`src/rtl/rs232c_rx_fifo.sv`:
```
// rs232c_rx_fifo: parametrised RS-232C receiver with parity, stop-bit checking,
// false-start rejection, sticky error flags and a show-ahead receive FIFO.
// The serial input is synchronised, sampled at bit midpoints by a single
// bit-timer FSM, and good frames are pushed into a circular buffer.
module rs232c_rx_fifo #(
    parameter logic [15:0] WTIME      = 16'h0006,
    parameter int          DATA_BITS  = 8,
    parameter int          PARITY     = 0,
    parameter int          STOP_BITS  = 1,
    parameter int          DEPTH_LOG2 = 4
) (
    input  logic                  CLK,
    input  logic                  XRST,
    input  logic                  rx,
    input  logic                  rd_en,
    output logic [DATA_BITS-1:0]  rd_data,
    output logic                  empty,
    output logic                  full,
    output logic [DEPTH_LOG2:0]   count,
    output logic                  frame_err,
    output logic                  parity_err,
    output logic                  overrun,
    input  logic                  err_clr
);

    localparam int                    DEPTH     = 2 ** DEPTH_LOG2;
    localparam int                    CW        = DEPTH_LOG2 + 1;
    localparam logic [CW-1:0]         DEPTH_CNT = CW'(DEPTH);
    localparam logic [CW-1:0]         CNT_ONE   = CW'(1'b1);
    localparam logic [CW-1:0]         CNT_ZERO  = CW'(1'b0);
    localparam logic [DEPTH_LOG2-1:0] PTR_ONE   = DEPTH_LOG2'(1'b1);
    localparam logic [DEPTH_LOG2-1:0] PTR_ZERO  = DEPTH_LOG2'(1'b0);
    localparam logic [15:0]           HALF_W    = WTIME >> 1;
    localparam logic [15:0]           LAST_TICK = WTIME - 16'd1;
    localparam logic [3:0]            DATA_LAST = 4'(DATA_BITS - 1);
    localparam logic [3:0]            STOP_LAST = 4'(STOP_BITS - 1);

    typedef enum logic [2:0] {
        ST_IDLE   = 3'd0,
        ST_START  = 3'd1,
        ST_DATA   = 3'd2,
        ST_PARITY = 3'd3,
        ST_STOP   = 3'd4,
        ST_PUSH   = 3'd5,
        ST_BREAK  = 3'd6
    } state_t;

    // Parity mismatch for the received word and parity bit (even or odd sense).
    function automatic logic parity_bad(input logic [DATA_BITS-1:0] data, input logic pbit);
        logic sum;
        sum = (^data) ^ pbit;
        if (PARITY == 2) begin
            parity_bad = ~sum;
        end else begin
            parity_bad = sum;
        end
    endfunction

    logic                  sync1_r, sync2_r, rx_s;
    state_t                state_r, state_s;
    logic [15:0]           timer_r, timer_s;
    logic                  tick_s;
    logic [3:0]            bit_cnt_r, bit_cnt_s;
    logic [DATA_BITS-1:0]  shift_r, shift_s;
    logic                  par_bad_r, par_bad_s;
    logic                  frame_set_s, parity_set_s, overrun_set_s;
    logic [DATA_BITS-1:0]  mem_r [DEPTH];
    logic [DEPTH_LOG2-1:0] wr_ptr_r, rd_ptr_r;
    logic [CW-1:0]         count_r, count_s;
    logic                  empty_r, full_r, push_s, pop_s;
    logic                  frame_err_r, parity_err_r, overrun_r;

    assign rx_s   = sync2_r;
    assign tick_s = (timer_r == LAST_TICK);

    // Two-flop synchroniser for the asynchronous serial line; idles high.
    always_ff @(posedge CLK) begin
        if (!XRST) begin
            sync1_r <= 1'b1;
            sync2_r <= 1'b1;
        end else begin
            sync1_r <= rx;
            sync2_r <= sync1_r;
        end
    end

    // Receiver state, bit timer, bit counter and shift register.
    always_ff @(posedge CLK) begin
        if (!XRST) begin
            state_r   <= ST_IDLE;
            timer_r   <= 16'd0;
            bit_cnt_r <= 4'd0;
            shift_r   <= {DATA_BITS{1'b0}};
            par_bad_r <= 1'b0;
        end else begin
            state_r   <= state_s;
            timer_r   <= timer_s;
            bit_cnt_r <= bit_cnt_s;
            shift_r   <= shift_s;
            par_bad_r <= par_bad_s;
        end
    end

    // Frame decoder: midpoint sampling, false-start rejection, error detection.
    always_comb begin
        state_s      = state_r;
        timer_s      = timer_r + 16'd1;
        bit_cnt_s    = bit_cnt_r;
        shift_s      = shift_r;
        par_bad_s    = par_bad_r;
        frame_set_s  = 1'b0;
        parity_set_s = 1'b0;
        case (state_r)
            ST_IDLE: begin
                timer_s   = 16'd0;
                bit_cnt_s = 4'd0;
                par_bad_s = 1'b0;
                if (!rx_s) begin
                    state_s = ST_START;
                end else begin
                    state_s = ST_IDLE;
                end
            end
            ST_START: begin
                if (timer_r == HALF_W) begin
                    timer_s = 16'd0;
                    // A line already back high at mid-start was only a glitch.
                    if (rx_s) begin
                        state_s = ST_IDLE;
                    end else begin
                        state_s = ST_DATA;
                    end
                end else begin
                    state_s = ST_START;
                end
            end
            ST_DATA: begin
                if (tick_s) begin
                    timer_s = 16'd0;
                    shift_s = {rx_s, shift_r[DATA_BITS-1:1]};
                    if (bit_cnt_r == DATA_LAST) begin
                        bit_cnt_s = 4'd0;
                        if (PARITY != 0) begin
                            state_s = ST_PARITY;
                        end else begin
                            state_s = ST_STOP;
                        end
                    end else begin
                        bit_cnt_s = bit_cnt_r + 4'd1;
                    end
                end else begin
                    state_s = ST_DATA;
                end
            end
            ST_PARITY: begin
                if (tick_s) begin
                    timer_s   = 16'd0;
                    par_bad_s = parity_bad(shift_r, rx_s);
                    state_s   = ST_STOP;
                end else begin
                    state_s = ST_PARITY;
                end
            end
            ST_STOP: begin
                if (tick_s) begin
                    timer_s = 16'd0;
                    if (!rx_s) begin
                        frame_set_s = 1'b1;
                        state_s     = ST_BREAK;
                    end else if (bit_cnt_r == STOP_LAST) begin
                        if (par_bad_r) begin
                            parity_set_s = 1'b1;
                            state_s      = ST_IDLE;
                        end else begin
                            state_s = ST_PUSH;
                        end
                    end else begin
                        bit_cnt_s = bit_cnt_r + 4'd1;
                    end
                end else begin
                    state_s = ST_STOP;
                end
            end
            ST_PUSH: begin
                timer_s = 16'd0;
                state_s = ST_IDLE;
            end
            ST_BREAK: begin
                // Hold off until the line returns high so a stuck-low line cannot retrigger.
                timer_s = 16'd0;
                if (rx_s) begin
                    state_s = ST_IDLE;
                end else begin
                    state_s = ST_BREAK;
                end
            end
            default: begin
                timer_s = 16'd0;
                state_s = ST_IDLE;
            end
        endcase
    end

    // FIFO push/pop decisions and next occupancy.
    always_comb begin
        push_s        = 1'b0;
        overrun_set_s = 1'b0;
        if (state_r == ST_PUSH) begin
            // A simultaneous read frees the slot, so a full FIFO still accepts the byte.
            if (!full_r || rd_en) begin
                push_s = 1'b1;
            end else begin
                overrun_set_s = 1'b1;
            end
        end else begin
            push_s = 1'b0;
        end
        pop_s = rd_en && !empty_r;
        if (push_s && !pop_s) begin
            count_s = count_r + CNT_ONE;
        end else if (!push_s && pop_s) begin
            count_s = count_r - CNT_ONE;
        end else begin
            count_s = count_r;
        end
    end

    // FIFO storage, pointers and registered occupancy status.
    always_ff @(posedge CLK) begin
        if (!XRST) begin
            for (int i = 0; i < DEPTH; i++) begin
                mem_r[i] <= {DATA_BITS{1'b0}};
            end
            wr_ptr_r <= PTR_ZERO;
            rd_ptr_r <= PTR_ZERO;
            count_r  <= CNT_ZERO;
            empty_r  <= 1'b1;
            full_r   <= 1'b0;
        end else begin
            if (push_s) begin
                mem_r[wr_ptr_r] <= shift_r;
                wr_ptr_r        <= wr_ptr_r + PTR_ONE;
            end
            if (pop_s) begin
                rd_ptr_r <= rd_ptr_r + PTR_ONE;
            end
            count_r <= count_s;
            empty_r <= (count_s == CNT_ZERO);
            full_r  <= (count_s == DEPTH_CNT);
        end
    end

    // Sticky error flags; a new detection wins over a clear in the same cycle.
    always_ff @(posedge CLK) begin
        if (!XRST) begin
            frame_err_r  <= 1'b0;
            parity_err_r <= 1'b0;
            overrun_r    <= 1'b0;
        end else begin
            frame_err_r  <= frame_set_s   | (frame_err_r  & ~err_clr);
            parity_err_r <= parity_set_s  | (parity_err_r & ~err_clr);
            overrun_r    <= overrun_set_s | (overrun_r    & ~err_clr);
        end
    end

    assign rd_data    = mem_r[rd_ptr_r];
    assign empty      = empty_r;
    assign full       = full_r;
    assign count      = count_r;
    assign frame_err  = frame_err_r;
    assign parity_err = parity_err_r;
    assign overrun    = overrun_r;

endmodule

```
`config.mk`:
```
export PLATFORM = sky130hd
export DESIGN_NAME = rs232c_rx_fifo
export DESIGN_NICKNAME = d
export VERILOG_FILES = /design/src/rtl/rs232c_rx_fifo.sv
export SDC_FILE = /design/constraint.sdc
export NUM_CORES = 1
export LEC_CHECK = 0
export CORE_MARGIN = 4
export CORE_UTILIZATION = 40
export DETAILED_ROUTE_END_ITERATION = 8
export GPL_ROUTABILITY_DRIVEN = 0
export SYNTH_ARGS = -nofsm -noshare
export SYNTH_HDL_FRONTEND = slang
export SYNTH_SLANG_ARGS = --single-unit
```
`constraint.sdc`:
```
create_clock -name CLK -period 3.15 [get_ports CLK]
set_clock_uncertainty 0.15 [all_clocks]
set_input_delay 0.7875 -clock CLK [delete_from_list [all_inputs] [get_ports CLK]]
set_output_delay 0.7875 -clock CLK [all_outputs]
set_load 0.01 [all_outputs]
```
==> metrics.md <==
| Metric | Value |
|---|---|
| Run status | finished with violations |
| Num CTS Buffers | 17 |
| # setup viols final | 6 |
| Cell area after layout | 10200 µm² |
| # nets final | 736 |
| Largest net degree at the start of global routing | 33 |
| Drt via density | 5.34 |
| Number of synthesized flops with an enable pin | 128 |
| DIE AREA | 24300 µm² |
| DRC viols | 0 |
| Max frequency | 0.316 GHz |
| Slew Viols, Final | 0 |
| Die Y-Extent | 156 µm |
| Initial antenna violation count | 0 |
| Synthesized area | 8760 µm² |
| CP required | between 2000 and 2500 ps |
| Syn Nets | ~700 |
| Clk_lat worst skew | 430 ps |
| Io pins | 23 |
| # diodes | 0 |
| Worst-case vdd ir drop | 0.000360 V |
| First-pass GRT wire length | between 30000 and 40000 µm |
| DR vias | 5380 |
| Actual slew at the worst max-slew pin | 701 ps |
| Initial Util | 41.1% |
| Worst hold path class | flip-flop to flip-flop |
| Pint | 4.36 mW |
| ANT nets after route | 0 |
| Via count of the first global-routing pass | 5519 |
| Clock sink count | ~180 |
| GR Util met1 | a little under a quarter |
| Sw Share | between 20% and 30% |
| Switch Pwr | between 1 and 1.5 mW |
| Power Density | 569 nW/µm² |
| Post-synth ARST share | 0% |
| Final HPWL from detailed placement | ~14000 µm |
| Root Buffer | clkbuf_16 |
| Fill cell count | 1847 |
| H-Tree Depth | 4 |
| Total of max-cap violations | 0 |
| Gate power share | 14.6% |
| Gr busiest metal | met2 |
| Kind of end point of the critical path | output pin |
| Clk slew on worst S/H paths | approximately 70 ps |
| Met3 Use GR | 3.41% |
| Sequential fraction of the synthesis area | 56.7% |
| Critical path class | flip-flop to output pin |
| Max Buffers Root-to-Sink | 2 |
| Area added between synthesis and finish | 16.1% |
| Startpoint types | flip-flop |
| Final Hold Fails | 0 |
| Synth Flop Type | edfxtp_1 |
| Yosys warning count | 0 |
| Arrival @ worst endpoint | 2230 ps |
| Syn Inst Count | 680 |
| RSZ-0062 raised after global routing | yes |
| Met2 Use GR | 25.3% |
| Failing checks | negative setup slack |
| PortBufs | 22 |
| 1st-pass router iterations | 5 |
| # hold bufs at CTS | 0 |
| Share of cells above drive strength 1 | 20.3% |
| #FFs+latches synth | 184 |
| Gr usage total | between 10% and 20% |
| CP Max Fanout | 5 |
| Core area | 21300 µm² |
| Post-Syn Area per Cell | 12.9 µm² |
| Starting DRT DRC Count | 336 |
| Final period utilization | 101% |
| DR WL/cell | around 19 µm |
| Final std cells w/o fill | ~1000 |
| Routed wire length | 18900 µm |
| DIE WIDTH | 156 µm |
| Worst r2r src | state_r[2] |
| Site row count | 53 |
| Sequential Power Share | 48.0% |
| CTS tree | built |
| Hold slack | 264 ps |
| Final setup margin | -16.8 ps |
| Total global routing overflow | 0 |
| Hold Crit Start | sync1_r |
| Minimum clock period | 3170 ps |
| Post-synth cell types | 56 |
| Leakage | between 3 and 4 nW |
| Cells after DPL | 970 |
| Clock network fraction of total power | 37.4% |
| Slew headroom | 53.2% |
| Area post-placement | approximately 9400 µm² |
-- power groups by stage --
stage                     registers, mW  clock network (mW)  logic, mW
after global placement             2.82                   0      0.717
after floorplan                    2.80                   0      0.485
after global routing               2.79                2.31      0.915
after detailed placement           2.82                   0      0.740
after CTS                          2.78                2.19      0.825
final                              2.78                2.16      0.846
-- timing repair --
item / CTS / global route
gates resized for setup: 39 / 4
gates cloned: 2 / 1
setup endpoints to repair: 8 / 8
setup buffers: 3 / 0
-- cells in the mapped netlist, types with 2 or more instances --
cell,n,area (µm²)
and4_1,2,17.5
nor3_2,12,120
a21oi_1,15,75.1
a21o_1,2,15.0
edfxtp_1,128,3840
o21ai_0,19,95.1
xnor2_1,15,131
nand2b_1,13,81.3
mux2i_1,12,120
o22ai_1,2,12.5
inv_1,11,41.3
dfxtp_1,56,1120
mux4_2,40,901
nand3b_1,3,22.5
buf_1,3,11.3
nand3_1,14,70.1
nand2_1,22,82.6
nor3_1,16,80.1
buf_6,2,22.5
and3b_1,2,17.5
clkbuf_1,33,124
nor4_4,2,42.5
nor3b_1,2,15.0
nand4_1,9,56.3
nor2b_1,5,31.3
buf_4,2,15.0
and3_1,7,43.8
o211ai_1,2,15.0
and4b_1,2,20.0
xor2_1,14,123
nor4_1,2,12.5
ha_1,11,138
nor2_1,43,161
o2bb2ai_1,2,17.5
o31ai_1,3,22.5
and2_1,130,813
buf_2,3,15.0
-- sequential cells by signal, indices dropped and copies added, names as in the netlist, 3 cells and up, named ones only --
signal	flops
rd_ptr_r	4
mem_r	128
wr_ptr_r	4
count	5
shift_r	8
state_r	3
bit_cnt_r	4
timer_r	16
-- area by class of cell --
type | instances | area, µm² | area share, %
clock buffer | 18 | 429 | 4.22
clock inverter | 14 | 160 | 1.58
inverter | 12 | 45.0 | 0.443
multi-input combinational | 441 | 3560 | 35.0
sequential | 184 | 4970 | 48.9
tap | 275 | 344 | 3.38
timing repair buffer | 64 | 663 | 6.52
-- through the flow --
| stage | setup TNS (ps) | util [%] | power, mW | setup slack, ps |
|---|---|---|---|---|
| 2_1_floorplan | 0 | - | 3.28 | 379 |
| 3_3_place_gp | 0 | 44.4 | 3.54 | 114 |
| 3_5_place_dp | 0 | 44.4 | 3.56 | 89.6 |
| 4_1_cts | -270 | 47.5 | 5.80 | -45.2 |
| 5_1_grt | -485 | 47.8 | 6.02 | -73.5 |
| 6_report | -78.4 | 47.8 | 5.78 | -16.8 |
-- metal layers --
layer  up-vias  routed length, µm
met2       162               8840
met4         0                434
met1      2659               8680
met3        23                989
met5         -                  0
li1       2536                  -
-- layout by cell type, fill, tap and decap left out, types with 3 or more instances in the layout --
cell	count
nor2b_1	5
nor3_2	12
clkbuf_16	18
nor3_1	16
and2_1	130
nand3b_1	3
buf_12	5
xnor2_1	15
nand3_1	14
clkdlybuf4s50_1	14
inv_6	5
mux2i_1	12
dfxtp_1	55
nand4_1	9
mux4_2	40
nand2_1	22
nor2_1	43
buf_6	8
inv_1	11
nand2b_1	13
a21oi_1	15
and3_1	7
o21ai_0	19
xor2_1	14
buf_4	33
o31ai_1	3
edfxtp_1	128
ha_1	11
-- worst paths after layout --
kind,cells past startpoint,endpoint,slack (ps)
worst min-delay path,1,rx_s,260
worst max register to register,6,mem_r[5][0],660
worst min register to register,1,rx_s,260
worst max-delay path,5,rd_data[4],-20
-- critical path, cell delays in order, from the launching register on --
cell,delay (ps)
dfxtp_4,410
buf_12,130
clkbuf_16,140
mux4_2,490
mux4_2,480
buf_6,140
-- logic make-up after synthesis --
group                      Yosys count  share of synthesized area [%]
xor gates and xnor gates            29                           2.90
AOI/OAI and AO/OA                   54                           3.94
DFF                                184                           56.7
buffers and inverters               55                           2.66
muxes                               52                           11.7
adders and majority gates           11                           1.57
and+or+nand+nor                    295                           20.6
Power figures use the tool's default switching activity.
